## config.mk

```make
export PLATFORM = sky130hd
export DESIGN_NAME = ddr3_lane_read_eye_trainer
export DESIGN_NICKNAME = d
export VERILOG_FILES = /design/src/rtl/ddr3_rdtrain_pkg.sv /design/src/rtl/ddr3_rdtrain_dwell_timer.sv /design/src/rtl/ddr3_lane_read_eye_trainer.sv
export SDC_FILE = /design/constraint.sdc
export NUM_CORES = 1
export LEC_CHECK = 0
export ABC_CLOCK_PERIOD_IN_PS = 5000
export CORE_ASPECT_RATIO = 0.5
export CORE_MARGIN = 3
export CORE_UTILIZATION = 30
export DETAILED_ROUTE_END_ITERATION = 12
export GPL_ROUTABILITY_DRIVEN = 0
export HOLD_SLACK_MARGIN = 0.08
export PLACE_DENSITY = 0.52
export SYNTH_ARGS = -nofsm -noshare
export SYNTH_HDL_FRONTEND = slang
export SYNTH_SLANG_ARGS = --single-unit
export TNS_END_PERCENT = 1
```

## constraint.sdc

```tcl
create_clock -name FAB_CLK -period 5 [get_ports FAB_CLK]
set_input_delay 1.25 -clock FAB_CLK [delete_from_list [all_inputs] [get_ports FAB_CLK]]
set_output_delay 1.25 -clock FAB_CLK [all_outputs]
set_load 0.005 [all_outputs]
```

## src/rtl/ddr3_rdtrain_pkg.sv

```systemverilog
// Shared types and helpers for the per-lane DDR3 read-eye trainer.
package ddr3_rdtrain_pkg;

    typedef enum logic [3:0] {
        ST_IDLE,
        ST_LOAD,
        ST_CLEAR,
        ST_SETTLE,
        ST_SAMPLE,
        ST_STEP,
        ST_GAP,
        ST_CTR_SETUP,
        ST_CTR_MOVE,
        ST_CTR_GAP,
        ST_FINISH
    } state_t;

    // Width, in cycles, of every delay-line and eye-monitor strobe.
    localparam int STROBE_W = 1;

    // Window centre, floored; evaluated wide so start+len/2 cannot wrap.
    function automatic logic [31:0] rdtrain_centre(input logic [31:0] win_start,
                                                    input logic [31:0] win_len);
        return win_start + (win_len >> 1);
    endfunction

endpackage

```

## src/rtl/ddr3_rdtrain_dwell_timer.sv

```systemverilog
// Loadable down-counter timing the SETTLE and SAMPLE dwell periods.
module ddr3_rdtrain_dwell_timer #(
    parameter int CNT_W = 16
) (
    input  logic             clk,
    input  logic             rst_n,
    input  logic             load,
    input  logic [CNT_W-1:0] load_val,
    output logic             zero
);

    logic [CNT_W-1:0] count;

    always_ff @(posedge clk or negedge rst_n) begin
        if (!rst_n) begin
            count <= '0;
        end else if (load) begin
            count <= load_val;
        end else if (count != '0) begin
            count <= count - 1'b1;
        end
    end

    assign zero = (count == '0);

endmodule

```

## src/rtl/ddr3_lane_read_eye_trainer.sv

```systemverilog
// Sweeps one lane's read delay line, tracks the widest clean tap window and
// parks the line at its centre. start is a one-cycle request taken only in IDLE.
module ddr3_lane_read_eye_trainer
    import ddr3_rdtrain_pkg::*;
#(
    parameter int TAP_W      = 8,
    parameter int MAX_TAPS   = 128,
    parameter int SETTLE_CYC = 8,
    parameter int SAMPLE_CYC = 16,
    parameter int MIN_WINDOW = 4
) (
    input  logic             FAB_CLK,
    input  logic             ARST_N,
    input  logic             start,
    output logic             busy,
    output logic             done,
    output logic             fail,
    output logic [TAP_W-1:0] center_tap,
    output logic [TAP_W-1:0] window_width,
    output logic             dl_load,
    output logic             dl_move,
    output logic             dl_direction,
    input  logic             dl_out_of_range,
    output logic             em_clear_flags,
    input  logic             em_early,
    input  logic             em_late,
    output state_t           state_dbg
);

    localparam int CNT_W = 16;
    localparam logic [TAP_W-1:0] LAST_TAP = TAP_W'(MAX_TAPS - 1);

    state_t           state;
    logic [TAP_W-1:0] cur_tap, target;
    logic [TAP_W-1:0] run_start, best_start;
    logic [TAP_W:0]   run_len, best_len;
    logic             tap_bad, oor, fail_flag;

    logic             tmr_load, tmr_zero;
    logic [CNT_W-1:0] tmr_val;

    logic             bad_now, oor_now, win_ok;
    logic [TAP_W:0]   run_len_nx;
    logic [TAP_W-1:0] run_start_nx, target_nx;

    assign tmr_load = (state == ST_CLEAR) || (state == ST_SETTLE && tmr_zero);
    assign tmr_val  = (state == ST_CLEAR) ? CNT_W'(SETTLE_CYC - 1) : CNT_W'(SAMPLE_CYC - 1);

    ddr3_rdtrain_dwell_timer #(.CNT_W(CNT_W)) u_dwell (
        .clk      (FAB_CLK),
        .rst_n    (ARST_N),
        .load     (tmr_load),
        .load_val (tmr_val),
        .zero     (tmr_zero)
    );

    // Flags from the final SAMPLE cycle are folded in before the tap is judged.
    assign bad_now      = tap_bad | em_early | em_late;
    assign oor_now      = oor | dl_out_of_range;
    assign run_len_nx   = bad_now ? '0 : run_len + 1'b1;
    assign run_start_nx = (!bad_now && run_len == '0) ? cur_tap : run_start;
    assign win_ok       = (best_len >= (TAP_W+1)'(MIN_WINDOW));
    assign target_nx    = win_ok ? TAP_W'(rdtrain_centre(32'(best_start), 32'(best_len))) : '0;
    assign state_dbg    = state;

    always_ff @(posedge FAB_CLK or negedge ARST_N) begin
        if (!ARST_N) begin
            state          <= ST_IDLE;
            busy           <= 1'b0;
            done           <= 1'b0;
            fail           <= 1'b0;
            center_tap     <= '0;
            window_width   <= '0;
            dl_load        <= 1'b0;
            dl_move        <= 1'b0;
            dl_direction   <= 1'b1;
            em_clear_flags <= 1'b0;
            cur_tap        <= '0;
            target         <= '0;
            run_start      <= '0;
            best_start     <= '0;
            run_len        <= '0;
            best_len       <= '0;
            tap_bad        <= 1'b0;
            oor            <= 1'b0;
            fail_flag      <= 1'b0;
        end else begin
            // Strobes are raised on the transition into their state, so each
            // is high exactly for the one cycle the FSM spends there.
            dl_load        <= 1'b0;
            dl_move        <= 1'b0;
            em_clear_flags <= 1'b0;
            done           <= 1'b0;
            fail           <= 1'b0;
            case (state)
                ST_IDLE: begin
                    if (start) begin
                        state        <= ST_LOAD;
                        busy         <= 1'b1;
                        dl_load      <= 1'b1;
                        dl_direction <= 1'b1;
                        cur_tap      <= '0;
                        target       <= '0;
                        run_start    <= '0;
                        best_start   <= '0;
                        run_len      <= '0;
                        best_len     <= '0;
                        fail_flag    <= 1'b0;
                        center_tap   <= '0;
                        window_width <= '0;
                    end
                end
                ST_LOAD, ST_GAP: begin
                    state          <= ST_CLEAR;
                    em_clear_flags <= 1'b1;
                    tap_bad        <= 1'b0;
                    oor            <= 1'b0;
                end
                ST_CLEAR: state <= ST_SETTLE;
                ST_SETTLE: begin
                    if (tmr_zero) state <= ST_SAMPLE;
                end
                ST_SAMPLE: begin
                    if (em_early || em_late) tap_bad <= 1'b1;
                    if (dl_out_of_range)     oor     <= 1'b1;
                    if (tmr_zero) begin
                        if (oor_now) begin
                            state        <= ST_CTR_SETUP;
                            dl_direction <= 1'b0;
                        end else begin
                            run_len   <= run_len_nx;
                            run_start <= run_start_nx;
                            // Strict compare keeps the earliest of equal-width windows.
                            if (run_len_nx > best_len) begin
                                best_len   <= run_len_nx;
                                best_start <= run_start_nx;
                            end
                            if (cur_tap == LAST_TAP) begin
                                state        <= ST_CTR_SETUP;
                                dl_direction <= 1'b0;
                            end else begin
                                state   <= ST_STEP;
                                dl_move <= 1'b1;
                            end
                        end
                    end
                end
                ST_STEP: begin
                    state   <= ST_GAP;
                    cur_tap <= cur_tap + 1'b1;
                end
                ST_CTR_SETUP: begin
                    target    <= target_nx;
                    fail_flag <= !win_ok;
                    if (cur_tap == target_nx) begin
                        state        <= ST_FINISH;
                        done         <= 1'b1;
                        fail         <= !win_ok;
                        center_tap   <= target_nx;
                        window_width <= win_ok ? TAP_W'(best_len) : '0;
                        dl_direction <= 1'b1;
                    end else begin
                        state   <= ST_CTR_MOVE;
                        dl_move <= 1'b1;
                    end
                end
                ST_CTR_MOVE: begin
                    state   <= ST_CTR_GAP;
                    cur_tap <= cur_tap - 1'b1;
                end
                ST_CTR_GAP: begin
                    if (cur_tap == target) begin
                        state        <= ST_FINISH;
                        done         <= 1'b1;
                        fail         <= fail_flag;
                        center_tap   <= target;
                        window_width <= fail_flag ? '0 : TAP_W'(best_len);
                        dl_direction <= 1'b1;
                    end else begin
                        state   <= ST_CTR_MOVE;
                        dl_move <= 1'b1;
                    end
                end
                ST_FINISH: begin
                    state <= ST_IDLE;
                    busy  <= 1'b0;
                end
                default: state <= ST_IDLE;
            endcase
        end
    end

endmodule

```

Yosys cells after proc, flatten, opt, wreduce, memory -nomap -nowiden
Cells that the tools add are included.
{"block": "classes", "div": 0, "mul": 0, "eq_ne": 23, "shift": 0, "n_mux": 69, "n_addsub": 5, "n_reduce_logical": 29, "bitwise": 3, "magnitude_cmp": 2}
{"operator": "8-bit 2-to-1 mux", "count": 14}
{"operator": "8-bit one-hot mux with 3 select lines", "count": 3}
{"operator": "9-bit 2-to-1 mux", "count": 7}
{"operator": "8-bit one-hot mux with 2 select lines", "count": 3}
{"operator": "4-bit one-hot mux with 9 select lines", "count": 1}
{"operator": "9-bit one-hot mux with 2 select lines", "count": 2}
{"operator": "16-bit 2-to-1 mux", "count": 2}
{"operator": "1-bit 2-to-1 mux", "count": 21}
{"operator": "2-bit != test (second input constant)", "count": 9}
{"operator": "4-bit by 3-bit == test with 1-bit output (second input constant)", "count": 4}
{"operator": "8-bit == test", "count": 2}
{"operator": "16-bit logical NOT", "count": 1}
{"operator": "4-bit 2-to-1 mux", "count": 4}
{"operator": "16-bit nonzero test", "count": 1}
{"operator": "16-bit by 1-bit subtractor with 16-bit output (second input constant)", "count": 1}
{"operator": "4-bit == test (second input constant)", "count": 3}
{"operator": "1-bit one-hot mux with 2 select lines", "count": 6}
{"operator": "2-bit AND reduction", "count": 5}
{"operator": "2-bit nonzero test", "count": 5}
{"operator": "9-bit by 1-bit adder with 9-bit output (second input constant)", "count": 1}
{"operator": "9-bit by 3-bit >= comparator with 1-bit output (second input constant)", "count": 1}
{"operator": "9-bit > comparator", "count": 1}
{"operator": "9-bit logical NOT", "count": 1}
{"operator": "8-bit by 1-bit adder with 8-bit output (second input constant)", "count": 1}
{"operator": "21 further kinds", "count": 32}
{"block": "totals", "latchBits": 0, "input_bits": 6, "wordCells": 151, "reg_bits": 96, "output_inout_bits": 27, "mem_bits_rw": 0, "rom_bits": 0, "memories": 0}

Logic depth before layout (Yosys ltp)
{"block": "logic_depth", "word_depth": 9, "depth_mapped": 14, "depth_no_buf": 13}

Hierarchy
Synthesis repeated with hierarchy kept, for this count alone.
{"block": "hier_totals", "hier_cells": 590, "area_unflattened_um2": 5647.9}
{"mod": "ddr3_lane_read_eye_trainer", "n_inst": 1, "cells_each": 486, "seq_area_each_um2": 2003.2, "area_per_inst_um2": 4688.2}
{"mod": "ddr3_rdtrain_dwell_timer", "n_inst": 1, "cells_each": 104, "seq_area_each_um2": 400.4, "area_per_inst_um2": 959.7}

Least setup slack after synthesis
Ideal clock, no wire load.
{"block": "synth_timing", "kind": "input to register", "from": "input port em_early", "to": "register best_len[3]", "cell_stages": 13, "setup_slack_ns": 0.966, "arrival_time_ns": 3.938, "required_ns": 4.904, "path_buffers": 1, "cell_sequence": "nor3_1 -> nand2_1 -> inv_1 -> ha_1 -> nor2b_1 -> o21a_1 -> o21ai_0 -> a211o_1 -> a21boi_0 -> o311ai_1 -> clkbuf_1 -> nand2_1 -> o31ai_1"}
{"block": "synth_via", "elab_chain_cells": 7}
{"element": "start, declared", "line_no": "ddr3_lane_read_eye_trainer.sv:25", "source": "input logic em_early,"}
{"element": "1-bit OR * (2 in a row)", "line_no": "ddr3_lane_read_eye_trainer.sv:58", "source": "assign bad_now = tap_bad | em_early | em_late;"}
{"element": "9-bit 2-to-1 mux *", "line_no": "ddr3_lane_read_eye_trainer.sv:60", "source": "assign run_len_nx = bad_now ? '0 : run_len + 1'b1;"}
{"element": "branches (longest 4 deep; another with 9-bit > comparator)"}
{"element": "end signal, assigned", "line_no": "ddr3_lane_read_eye_trainer.sv:135", "source": "best_len <= run_len_nx;"}
{"element": "end, declared", "line_no": "ddr3_lane_read_eye_trainer.sv:36", "source": "logic [TAP_W:0] run_len, best_len;"}
Every way passes the cells marked *. The select of a mux whose other input is x is not followed.
A chain may end at the register's enable or synchronous reset.

Final worst setup path
{"block": "layout_timing", "from": "input port em_early", "to": "register best_len[6]"}
The elaborated chain is that of the path after synthesis.

==> run metrics <==
Initial DRC Count=339; Core Area=18,700 sq um; Logic pwr share=0.342; leak pwr=0.00299 uW; top-level I/O count=33; switching share of total power=0.359; Hold Startpoint=dl_direction; status=finished, final reports clean; crit-path max FO=11; Post-CTS Setup Repair Bufs=0; Max Cap Violations=0; die area=21,100 sq um; leading cell type in the layout, fill and taps excluded=dfrtp_1; DR pass1 iterations=5; Tmin final=3.89 ns; final worst path period share=0.778; endpoints failing hold=0; top_reg_cell synth=dfrtp_1; clock sink total=96; dpl cells=908; RR Startpoint=best_len[1]; CTS H-tree depth=3; Power Density=420 nW/um^2; Peak supply drop=183 uV; post-route ant nets=0; vias in the first global route=4,500; ranking of synthesized cells by area=dfrtp_1, nand2_1, ha_1, o21ai_0, xor2_1; final setup violation count=0; startpoint types=input port; setup TNS=0 ns; post-synthesis cell type count=69; Post-Syn Area=5780 sq um; CTS Buffer Depth=2; synthesis-stage register bit count=96; first-pass GRT wire length=24,300 microns; final WL=14,400 microns; clock-pin slew on the worst setup and hold paths=0.07 ns; Initial Util=0.310; normalized max-slew margin=0.260; post-route insts no fill=924; # DRC=0; most frequent cells in the layout=dfrtp_1, nand2_1, o21ai_0; diodes inserted=0; Min-Delay Path Class=flop to flop; total CTS buffers=9; fin area=6640 sq um; DR WL/cell=15.6 microns; share of layout cells above drive strength 1=0.0632; Internal Power=1790 uW; fraction of registers with async set/reset=1.00; # resized after CTS=0; switching pwr=1000 uW; sequential element share of the synthesized area=0.416; initial antenna violation count=0; area delta synth->final=14.9%; vias after detailed routing=4,612; Total GRT Usage=0.141; required time of the worst setup path=5.24 ns; Final #Nets=694; RSZ-0062 raised after global routing=false; sequential share of power=0.420; Synth Net Count=670; Fmax=0.257 GHz; Setup crit start=em_early; gr ovfl total=0; Root Driver=clkbuf_16; dpl cell area=6360 sq um; num rows=35; Worst-Skew Late Latency=0.35 ns; hpwl dp=10,600 microns; post-synth top area cell=dfrtp_1; max-slew violations=0; clk_skew=0.0116 ns; I/O Buffers=32; Syn Area/Cell=9.09 sq um; Die X-Extent=202 microns; Post-synth EDFFs=0; largest net degree at the start of global routing=79; vias per std cell=4.99; Die Height=104 microns; post-synthesis cell count=636; Setup crit end kind=flop; part of the power in the clock network=0.238; Arr. time, crit path=4.13 ns; Worst Setup Path Type=input port to flop; Synth top area share=0.411; CTS tree=built; Yosys warnings=0; Hold Buf Count CTS=0; Slew @ Worst Pin=1.11 ns
final timing paths:
path	endpoint	slack [ns]	cells after the start
setup / recovery	best_len[6]	1.11	15
hold / removal	dl_direction	0.49	2
setup reg to reg	center_tap[2]	1.43	10
hold reg to reg	dl_direction	0.49	2
max in group asynchronous	cur_tap[4]	3.07	2
min in group asynchronous	u_dwell.count[6]	1.06	1
cell type report:
class                      count  area (sq um)
fill                        1909         12000
multi-input combinational    479          3140
sequential                    96          2400
timing repair buffer          35           340
tap                          259           324
clock buffer                  10           239
inverter                      39           146
clock inverter                 6          43.8
through the flow:
step / total power [uW] / util / setup WS [ns] / hold WS, ns
3_5_place_dp: 2140 / 0.341 / 0.756 / 0.482
3_3_place_gp: 2130 / 0.341 / 0.808 / 0.476
2_1_floorplan: 1830 / - / 0.966 / 0.456
5_1_grt: 3000 / 0.356 / 0.792 / 0.522
4_1_cts: 2820 / 0.356 / 1.09 / 0.499
6_report: 2790 / 0.356 / 1.11 / 0.486
power by group through the flow:
stage	registers [uW]	logic, uW	clock network [uW]
global route	1200	1090	714
finish	1170	954	664
CTS	1170	965	685
floorplan	1060	770	0
global placement	1190	940	0
detailed placement	1180	961	0
logic make-up (layout without fill, tap and decap cells):
family / Yosys count / in the layout / share of synthesized area
and+or+nand+nor: 236 / 236 / 0.202
AOI/OAI and AO/OA: 156 / 156 / 0.183
DFF: 96 / 96 / 0.416
buffers and inverters: 61 / 90 / 0.0416
xor gates and xnor gates: 40 / 40 / 0.0606
adders and majority gates: 28 / 28 / 0.0632
muxes: 19 / 19 / 0.0338
critical path: stages:
cell             delay [ns]
clkdlybuf4s50_1        0.42
nor3_1                 0.18
buf_4                  0.19
nand2_1                0.10
inv_1                  0.07
ha_1                   0.23
nor2b_1                0.14
o21a_1                 0.16
o21ai_0                0.22
a211o_1                0.16
a21boi_0               0.08
o311ai_2               0.50
buf_4                  0.28
nand2_1                0.06
o21ai_0                0.07
flip-flops by register name, indices dropped and copies added, names as in the netlist, 4 cells and up:
signal         count
run_len            9
best_len           9
u_dwell.count     16
target             8
run_start          8
state_dbg          4
cur_tap            8
window_width       8
center_tap         8
best_start         8
synth_stat cells (3+ instances only):
master,n
mux2_1,3
or3_1,7
o21bai_1,3
and3_1,3
a21o_1,12
ha_1,26
nand2b_1,10
a21oi_1,23
a22o_1,16
nand2_1,90
nor3_1,19
or2_2,5
nand4_1,3
clkbuf_1,16
nand3_1,17
xnor2_1,19
nand3b_1,3
xor2_1,21
o21ai_0,54
nor4_1,5
nand4b_1,3
nor4b_1,4
nor2_1,48
o211ai_1,3
o31ai_1,13
inv_1,39
dfrtp_1,95
a2bb2oi_1,6
mux2i_1,15
routing by layer:
layer	vias up	GRT usage	part of all wire	wire, microns
met3	8	0.0238	0.034	488
met2	58	0.219	0.44	6300
met5	-	0	0	0
li1	2300	-	-	-
met1	2246	0.210	0.52	7540
met4	0	0.0252	0.0069	100
No activity file was read; power rests on OpenSTA's default activity.
